===== config.mk =====
export PLATFORM = sky130hd
export DESIGN_NAME = register_writeback_flat
export DESIGN_NICKNAME = d
export VERILOG_FILES = /design/src/rtl/register_writeback_if.sv /design/src/rtl/register_writeback.sv /design/src/flat_wrapper.sv
export SDC_FILE = /design/constraint.sdc
export NUM_CORES = 1
export LEC_CHECK = 0
export ABC_CLOCK_PERIOD_IN_PS = 3550
export BUFFER_PORTS_ARGS = -buffer_cell sky130_fd_sc_hd__buf_2
export CAP_MARGIN = 20
export CORE_MARGIN = 4
export CORE_UTILIZATION = 53
export CTS_CLUSTER_DIAMETER = 120
export CTS_CLUSTER_SIZE = 8
export DETAILED_ROUTE_END_ITERATION = 8
export GPL_ROUTABILITY_DRIVEN = 0
export PLACE_DENSITY = 0.84
export RECOVER_POWER = 100
export SLEW_MARGIN = 20
export SYNTH_ARGS = -nofsm -noshare
export SYNTH_HDL_FRONTEND = slang
export SYNTH_SLANG_ARGS = --single-unit

===== constraint.sdc =====
create_clock -name i_Clock -period 3.55 [get_ports i_Clock]
set_clock_uncertainty 0.1 [all_clocks]
set_input_delay 0.355 -clock i_Clock [delete_from_list [all_inputs] [get_ports i_Clock]]
set_output_delay 0.355 -clock i_Clock [all_outputs]
set_load 0.01 [all_outputs]

===== src/rtl/register_writeback_if.sv =====
// Writeback-stage bus: ALU result path, load-unit valid/ready path and register-file write port.
// slave = writeback stage, master = producers/consumer around it.
interface register_writeback_if;
  logic        i_AluValid;
  logic [4:0]  i_AluRegDest;
  logic [31:0] i_AluData;
  logic        i_LoadValid;
  logic        o_LoadReady;
  logic [4:0]  i_LoadRegDest;
  logic [31:0] i_LoadData;
  logic        o_WriteEnable;
  logic [4:0]  o_RegDest;
  logic [31:0] o_DataOut;
  logic [31:0] o_PendingMask;
  logic        o_AluHold;

  // Load handshake: a load transfers on a cycle where i_LoadValid and o_LoadReady are both 1;
  // o_LoadReady depends on registered state only and never on i_LoadValid.
  modport slave (
    input  i_AluValid, i_AluRegDest, i_AluData,
    input  i_LoadValid, i_LoadRegDest, i_LoadData,
    output o_LoadReady,
    output o_WriteEnable, o_RegDest, o_DataOut,
    output o_PendingMask, o_AluHold
  );

  modport master (
    output i_AluValid, i_AluRegDest, i_AluData,
    output i_LoadValid, i_LoadRegDest, i_LoadData,
    input  o_LoadReady,
    input  o_WriteEnable, o_RegDest, o_DataOut,
    input  o_PendingMask, o_AluHold
  );
endinterface


===== src/rtl/register_writeback.sv =====
// Writeback stage: merges the non-stallable ALU path and a buffered load path onto one
// register-file write port, exporting a pending-destination mask and an ALU hold request.
module register_writeback #(
  parameter int DEPTH        = 2,
  parameter int STARVE_LIMIT = 4
) (
  input  logic                  i_Clock,
  input  logic                  i_Reset,
  register_writeback_if.slave   wbIf
);

  localparam int PW = $clog2(DEPTH);
  localparam int CW = PW + 1;
  localparam int SW = $clog2(STARVE_LIMIT + 1);

  logic [4:0]    fifoDest [DEPTH];
  logic [31:0]   fifoData [DEPTH];
  logic [PW-1:0] rdPtr;
  logic [PW-1:0] wrPtr;
  logic [CW-1:0] count;
  logic [SW-1:0] starveCount;

  logic        writeEnable;
  logic [4:0]  regDest;
  logic [31:0] dataOut;
  logic [31:0] pendingMask;

  logic aluQual;
  logic fifoEmpty;
  logic fifoFull;
  logic loadAccept;
  logic loadDrop;
  logic bypass;
  logic enq;
  logic deq;

  assign aluQual    = wbIf.i_AluValid && (wbIf.i_AluRegDest != 5'd0);
  assign fifoEmpty  = (count == '0);
  assign fifoFull   = (count == CW'(DEPTH));
  assign loadAccept = wbIf.i_LoadValid && !fifoFull;
  assign loadDrop   = (wbIf.i_LoadRegDest == 5'd0);
  // An empty FIFO with an idle port lets the load go straight through, never touching storage.
  assign bypass     = fifoEmpty && loadAccept && !loadDrop && !aluQual;
  assign enq        = loadAccept && !loadDrop && !bypass;
  assign deq        = !aluQual && !fifoEmpty;

  always_ff @(posedge i_Clock) begin
    if (enq) begin
      fifoDest[wrPtr] <= wbIf.i_LoadRegDest;
      fifoData[wrPtr] <= wbIf.i_LoadData;
    end
  end

  always_ff @(posedge i_Clock or posedge i_Reset) begin
    if (i_Reset) begin
      rdPtr <= '0;
      wrPtr <= '0;
      count <= '0;
    end else begin
      if (enq) wrPtr <= wrPtr + PW'(1);
      if (deq) rdPtr <= rdPtr + PW'(1);
      count <= count + CW'(enq) - CW'(deq);
    end
  end

  always_ff @(posedge i_Clock or posedge i_Reset) begin
    if (i_Reset) begin
      writeEnable <= 1'b0;
      regDest     <= 5'd0;
      dataOut     <= 32'd0;
    end else if (aluQual) begin
      writeEnable <= 1'b1;
      regDest     <= wbIf.i_AluRegDest;
      dataOut     <= wbIf.i_AluData;
    end else if (deq) begin
      writeEnable <= 1'b1;
      regDest     <= fifoDest[rdPtr];
      dataOut     <= fifoData[rdPtr];
    end else if (bypass) begin
      writeEnable <= 1'b1;
      regDest     <= wbIf.i_LoadRegDest;
      dataOut     <= wbIf.i_LoadData;
    end else begin
      writeEnable <= 1'b0;
    end
  end

  // Counts ALU wins over a waiting head; a drain or an empty FIFO resets it.
  always_ff @(posedge i_Clock or posedge i_Reset) begin
    if (i_Reset) begin
      starveCount <= '0;
    end else if (fifoEmpty || deq) begin
      starveCount <= '0;
    end else if (aluQual && (starveCount != SW'(STARVE_LIMIT))) begin
      starveCount <= starveCount + SW'(1);
    end
  end

  always_comb begin
    pendingMask = 32'd0;
    for (int i = 0; i < DEPTH; i++) begin
      if (CW'(i) < count) pendingMask[fifoDest[rdPtr + PW'(i)]] = 1'b1;
    end
    pendingMask[0] = 1'b0;
  end

  assign wbIf.o_LoadReady   = !fifoFull;
  assign wbIf.o_WriteEnable = writeEnable;
  assign wbIf.o_RegDest     = regDest;
  assign wbIf.o_DataOut     = dataOut;
  assign wbIf.o_PendingMask = pendingMask;
  assign wbIf.o_AluHold     = (starveCount == SW'(STARVE_LIMIT));

endmodule


===== src/flat_wrapper.sv =====
// flat-port wrapper written by rule: the top's interface ports become plain ports
module register_writeback_flat 
#(
  parameter int DEPTH        = 2,
  parameter int STARVE_LIMIT = 4
)
  (i_Clock, i_Reset, wbIf_i_AluValid, wbIf_i_AluRegDest, wbIf_i_AluData, wbIf_i_LoadValid, wbIf_i_LoadRegDest, wbIf_i_LoadData, wbIf_o_LoadReady, wbIf_o_WriteEnable, wbIf_o_RegDest, wbIf_o_DataOut, wbIf_o_PendingMask, wbIf_o_AluHold);
  register_writeback_if wbIf_i ();
  input  logic i_Clock;
  input  logic i_Reset;
  input wire logic [$bits(wbIf_i.i_AluValid)-1:0] wbIf_i_AluValid;
  input wire logic [$bits(wbIf_i.i_AluRegDest)-1:0] wbIf_i_AluRegDest;
  input wire logic [$bits(wbIf_i.i_AluData)-1:0] wbIf_i_AluData;
  input wire logic [$bits(wbIf_i.i_LoadValid)-1:0] wbIf_i_LoadValid;
  input wire logic [$bits(wbIf_i.i_LoadRegDest)-1:0] wbIf_i_LoadRegDest;
  input wire logic [$bits(wbIf_i.i_LoadData)-1:0] wbIf_i_LoadData;
  output wire logic [$bits(wbIf_i.o_LoadReady)-1:0] wbIf_o_LoadReady;
  output wire logic [$bits(wbIf_i.o_WriteEnable)-1:0] wbIf_o_WriteEnable;
  output wire logic [$bits(wbIf_i.o_RegDest)-1:0] wbIf_o_RegDest;
  output wire logic [$bits(wbIf_i.o_DataOut)-1:0] wbIf_o_DataOut;
  output wire logic [$bits(wbIf_i.o_PendingMask)-1:0] wbIf_o_PendingMask;
  output wire logic [$bits(wbIf_i.o_AluHold)-1:0] wbIf_o_AluHold;
  assign wbIf_i.i_AluValid = wbIf_i_AluValid;
  assign wbIf_i.i_AluRegDest = wbIf_i_AluRegDest;
  assign wbIf_i.i_AluData = wbIf_i_AluData;
  assign wbIf_i.i_LoadValid = wbIf_i_LoadValid;
  assign wbIf_i.i_LoadRegDest = wbIf_i_LoadRegDest;
  assign wbIf_i.i_LoadData = wbIf_i_LoadData;
  assign wbIf_o_LoadReady = wbIf_i.o_LoadReady;
  assign wbIf_o_WriteEnable = wbIf_i.o_WriteEnable;
  assign wbIf_o_RegDest = wbIf_i.o_RegDest;
  assign wbIf_o_DataOut = wbIf_i.o_DataOut;
  assign wbIf_o_PendingMask = wbIf_i.o_PendingMask;
  assign wbIf_o_AluHold = wbIf_i.o_AluHold;
  register_writeback #(.DEPTH(DEPTH), .STARVE_LIMIT(STARVE_LIMIT)) u_core (.i_Clock(i_Clock), .i_Reset(i_Reset), .wbIf(wbIf_i));
endmodule

=== Yosys cells after proc, flatten, opt, wreduce, memory -nomap -nowiden ===
Memory sizes are Yosys's and may differ from the RTL's.
Cells that the tools add are included.
Widths: inputs -> output; s select.

* Register bits: 45
* Memory bits (writable): 74
* Bits of input ports: 78
* Output and inout port bits: 72
* Word-level logic and storage cells: 65
* Memories kept: 2

* Add/subtract/negate cells: 5
* Order comparisons: 6
* Eq/ne operators: 3
* Multiplexer cells: 19
* Bitwise gates (word level): 1
* Reduce and logical (&&, ||, !) cells: 22

{| class="wikitable"
|+ Memories
! memory !! depth !! width !! read ports !! clocked after memory_dff !! wr ports !! line !! source
|-
| u_core.fifoData || 2 || 32 || 1 || 0 || 1 || register_writeback.sv:17 || <nowiki>logic [31:0] fifoData [DEPTH];</nowiki>
|-
| u_core.fifoDest || 2 || 5 || 2 || 0 || 1 || register_writeback.sv:16 || <nowiki>logic [4:0] fifoDest [DEPTH];</nowiki>
|}

{| class="wikitable"
|+ Operators by type and width
! cell !! number
|-
| $mux 32 || 5
|-
| $or 32x32->32 || 1
|-
| $mux 5 || 3
|-
| $lt 5x6->1 const B || 2
|-
| $logic_and 1x1->1 || 11
|-
| $demux 1 s5 || 2
|-
| $ge 5x1->1 const B || 2
|-
| $mux 1 || 7
|-
| $mux 3 || 2
|-
| $logic_not 1->1 || 5
|-
| $logic_not 5->1 || 1
|-
| $reduce_bool 5->1 || 1
|-
| $lt 1x2->1 const A || 2
|-
| $add 3x1->3 const B || 1
|-
| $eq 3x3->1 const B || 1
|-
| $ne 3x3->1 const B || 1
|-
| $reduce_bool 3->1 || 1
|-
| $add 1x1->1 const B || 2
|-
| $add 2x1->2 || 1
|-
| $eq 2x2->1 const B || 1
|-
| $logic_not 2->1 || 1
|-
| $reduce_bool 2->1 || 1
|-
| $sub 2x1->2 || 1
|-
| $logic_or 1x1->1 || 1
|}

=== Depth between registers and ports, before layout ===
* Depth in word-level cells: 10
* Gate-level depth with buffers: 7
* Mapped depth without buffers: 5

=== Least setup slack after synthesis ===
Ideal clock, no wire load.

* Kind: input-to-reg
* Start point: in wbIf_i_LoadRegDest[3]
* End point: mem u_core.fifoData[0][0], enable pin
* Library setup time: 431 ps
* Data arrival time: 2453 ps
* Data required time: 3019 ps
* Path slack: 566 ps
* Stages on the path: 5
* Buffers on the path: 1
* Cells stage by stage: or4_4 -> o21ai_4 -> buf_8 -> a21o_2 -> nor2_1

* Word-level cells in the longest chain between the ends: 8
* Elaborated cells between the ends (all ways): 9
* Classes of those cells: mux (2); reduce/logical (7)

{| class="wikitable"
|+ RTL lines
! item !! line !! source
|-
| from (decl) || flat_wrapper.sv:15 || <nowiki>input wire logic [$bits(wbIf_i.i_LoadRegDest)-1:0] wbIf_i_LoadRegDest;</nowiki>
|-
| $logic_not 5->1 (*) || register_writeback.sv:41 || <nowiki>assign loadDrop = (wbIf.i_LoadRegDest == 5'd0);</nowiki>
|-
| $logic_not 1->1 (*) || register_writeback.sv:43, register_writeback.sv:44 ||
|-
| $logic_and 1x1->1 (2 in a row) || register_writeback.sv:43 || <nowiki>assign bypass = fifoEmpty && loadAccept && !loadDrop && !aluQual;</nowiki>
|-
| $logic_not 1->1 || register_writeback.sv:44 || <nowiki>assign enq = loadAccept && !loadDrop && !bypass;</nowiki>
|-
| $logic_and 1x1->1 (*) || register_writeback.sv:44 ||
|-
| $mux 1 (*) || register_writeback.sv:48 || <nowiki>if (enq) begin</nowiki>
|-
| $mux 1 (implied by the code) (*) || register_writeback.sv:50 || <nowiki>fifoData[wrPtr] <= wbIf.i_LoadData;</nowiki>
|-
| to (decl) || register_writeback.sv:17 ||
|}

Every way passes the cells marked *; elsewhere a longest branch is shown, timed or not.

=== Worst setup path after layout ===
* Start point: in wbIf_i_LoadRegDest[3]
* End point: mem u_core.fifoData[0][28], enable pin

Same word-level chain as after synthesis.

==> flow_summary.toml <==
[clocking]
htree_levels = 4
ctsResizeCount = 0
cts_setup_buffers = 0
clk_path_buf_depth = 2
cts_sinks = 119
clkTransAtPathRegs_ns = 0.05
cts_root_buf = "clkbuf_8"
cts_buffers = 17
cts_tree = "yes"
cts_hold_buffers = 57
clkLatencyLatePin_ns = 0.52

[finish]
nNetsFinal = 783
multi_input_area_um2 = 2195
layout_commonest_cell = "clkbuf_1"
syn_to_final_growth_pct = 29.86
finalNonFillerCells = 852
final_cell_mix = "113 x clkbuf_1, 74 x edfxtp_1, 58 x dlygate4sd3_1"
regArea_um2 = 3352
drive_gt1_share_pct = 12.15
diodes = 0
fillers = 764

[sta]
fmax_ghz = 0.3076
tightest_slew_ns = 2.140
setup_tns_ns = 0
setup_slack_ns = 0.2990
finalHoldViolations = 1
finalCriticalPeriod_ns = 3.251
finalMaxSlewViolations = 77
relSlewSlack_pct = -43.46
holdWs_ns = -0.002952
finalCritPeriodShare_pct = 91.58
setup-violations-final = 0
rsz0062_at_grt = "false"

[floorplanning]
io_pins = 150
core_region_area_um2 = 10460
dieArea_um2 = 12650
num_rows = 37
die_h_um = 112.5
die_x_um = 112.5
initial_core_util_pct = 55.27

[placement]
dp.cells = 762
hpwl_um = 10040
pre_cts_slack_ns = 1.024
io_buffer_count = 148

[worst_setup_path]
crit_path_start_kind = "input pin"
critPathCaptureType = "flop"
path_max_fanout = 25
r2r_slack_ns = 0.95
crit_arrival_ns = 3.37
worstSetupPathType = "in -> reg"
required_ns = 3.67

[logic_synthesis]
synth_cell_types = 47
synth.avg_cell_area_um2 = 11.38
synthCells = 508
synth_edf_count = 74
async_reset_ff_share_pct = 37.82
synth_flop_cell = "edfxtp_1"
ys_warn_count = 0
ys_seq_area_share_pct = 57.90
netlist_area_um2 = 5783
synth_seq_cells = 119
syn-num-nets = 588

[drt]
vias = 5116
drt-total-wl_um = 16500
wl_per_cell_um = 19.37
via_per_inst = 6.005
final_antenna_net_count = 0
drc = 0
drt_pass1_iterations = 7
drtIter0Drc = 581

[global_route]
first_global_vias = 5088
antenna_found_initial = 0
grt-ovfl-total = 0
track_usage_pct = 26.01
grt_start_max_net_pins = 78
grt_first_pass_wirelength_um = 25990

[run_status]
violations = "hold timing, capacitance limit, slew limit"
outcome = "finished, violations left"

[power_and_ir_drop]
p_leak_uw = 0.002827
power_uw = 5803
p_per_area_nw_per_um2 = 772.7
ir_worst_vdd_v = 0.0004599

[min_path]
min_path_type = "in -> reg"

[run]
drv_cap = 2
==> worst paths after layout <==
path | end | from | cells after the start
worst max-delay path | u_core.fifoData[0][28] | wbIf_i_LoadRegDest[3] | 7
worst min-delay path | u_core.wbIf.o_DataOut[14] | wbIf_i_AluData[14] | 3
worst max register to register | u_core.fifoDest[1][3] | u_core.count[1] | 5
worst min register to register | u_core.wrPtr | u_core.wrPtr | 1
max in group asynchronous | u_core.rdPtr | i_Reset | 3
min in group asynchronous | u_core.wbIf.o_DataOut[17] | i_Reset | 3
==> cell usage after synthesis (all sizes together) (2+ instances only) <==
| cell type | instances | share of area (%) |
|---|---|---|
| a21o | 2 | 0.28 |
| o22ai | 31 | 3.4 |
| o211ai | 24 | 3.2 |
| clkbuf | 17 | 1.1 |
| o21ai | 21 | 2.1 |
| a2bb2oi | 3 | 0.56 |
| nor2b | 11 | 1.2 |
| mux2i | 41 | 7.1 |
| buf | 19 | 2.2 |
| and3b | 4 | 0.61 |
| o21a | 2 | 0.26 |
| nand3 | 4 | 0.35 |
| inv | 6 | 0.39 |
| mux2 | 6 | 1.2 |
| a21oi | 48 | 4.2 |
| nor3b | 6 | 0.78 |
| a221oi | 12 | 2.4 |
| xnor2 | 3 | 0.45 |
| dfrtp | 45 | 19 |
| nor3 | 9 | 0.78 |
| or4 | 2 | 0.39 |
| a211oi | 10 | 1.3 |
| nand2b | 4 | 0.43 |
| nand2 | 55 | 3.6 |
| nor2 | 39 | 2.7 |
| ha | 2 | 0.43 |
| edfxtp | 74 | 38 |
==> metrics by stage <==
| step | instance area, um2 | utilization (%) | hold WS (ns) |
|---|---|---|---|
| 2_1_floorplan | 5783 | - | 0.3539 |
| 5_1_grt | 7510 | 71.78 | 0.01049 |
| 3_3_place_gp | 6579 | 62.88 | 0.4356 |
| 6_report | 7510 | 71.78 | -0.002952 |
| 3_5_place_dp | 6579 | 62.88 | 0.4284 |
| 4_1_cts | 7695 | 73.55 | 0.003712 |
==> routing by layer <==
metal	global-route usage (%)	vias up	share of wire, %
met4	12.50	0	3.7
met5	0	-	0
met3	6.846	51	7.9
met2	43.66	306	50
met1	31.21	2454	38
li1	-	2305	-
==> final cells by class <==
cell class                 instances  share of cell area, %
inverter                           6                 0.3166
sequential                       119                  44.64
clock buffer                      21                  5.848
clock inverter                    11                  1.416
tap                              136                  2.266
timing repair buffer             212                  16.29
multi-input combinational        347                  29.22
==> cells by family after synthesis <==
group,after synthesis,share of synthesized area (%)
compound gates,155,17.83
fa+ha+maj,2,0.4326
buf+inv,42,3.678
flops,119,57.90
mux,47,8.265
xor+xnor,3,0.4544
simple gates,139,11.38
other cells,1,0.06484
==> critical path, stage by stage <==
cell	delay (ns)
dlygate4sd3_1	0.56
clkbuf_1	0.16
or4_1	0.58
o21ai_1	0.96
a21o_1	0.24
nor2_2	0.16
clkbuf_4	0.34
==> power by group <==
part / internal, uW / leakage [uW] / total (uW) / switching (uW)
Sequential: 1880 / 0.00120 / 2260 / 383
Combinational: 749 / 0.00136 / 1960 / 1210
Clock: 1000 / 0.000264 / 1580 / 582
Total: 3630 / 0.00283 / 5800 / 2180
==> sequential cells by signal, indices dropped and copies added, names as in the netlist <==
| signal | cells |
|---|---|
| u_core.starveCount | 3 |
| u_core.wbIf.o_DataOut | 32 |
| u_core.wbIf.o_WriteEnable | 1 |
| u_core.fifoData | 64 |
| u_core.rdPtr | 1 |
| u_core.wrPtr | 1 |
| u_core.wbIf.o_RegDest | 5 |
| u_core.count | 2 |
| u_core.fifoDest | 10 |
Power figures use the tool's default switching activity.
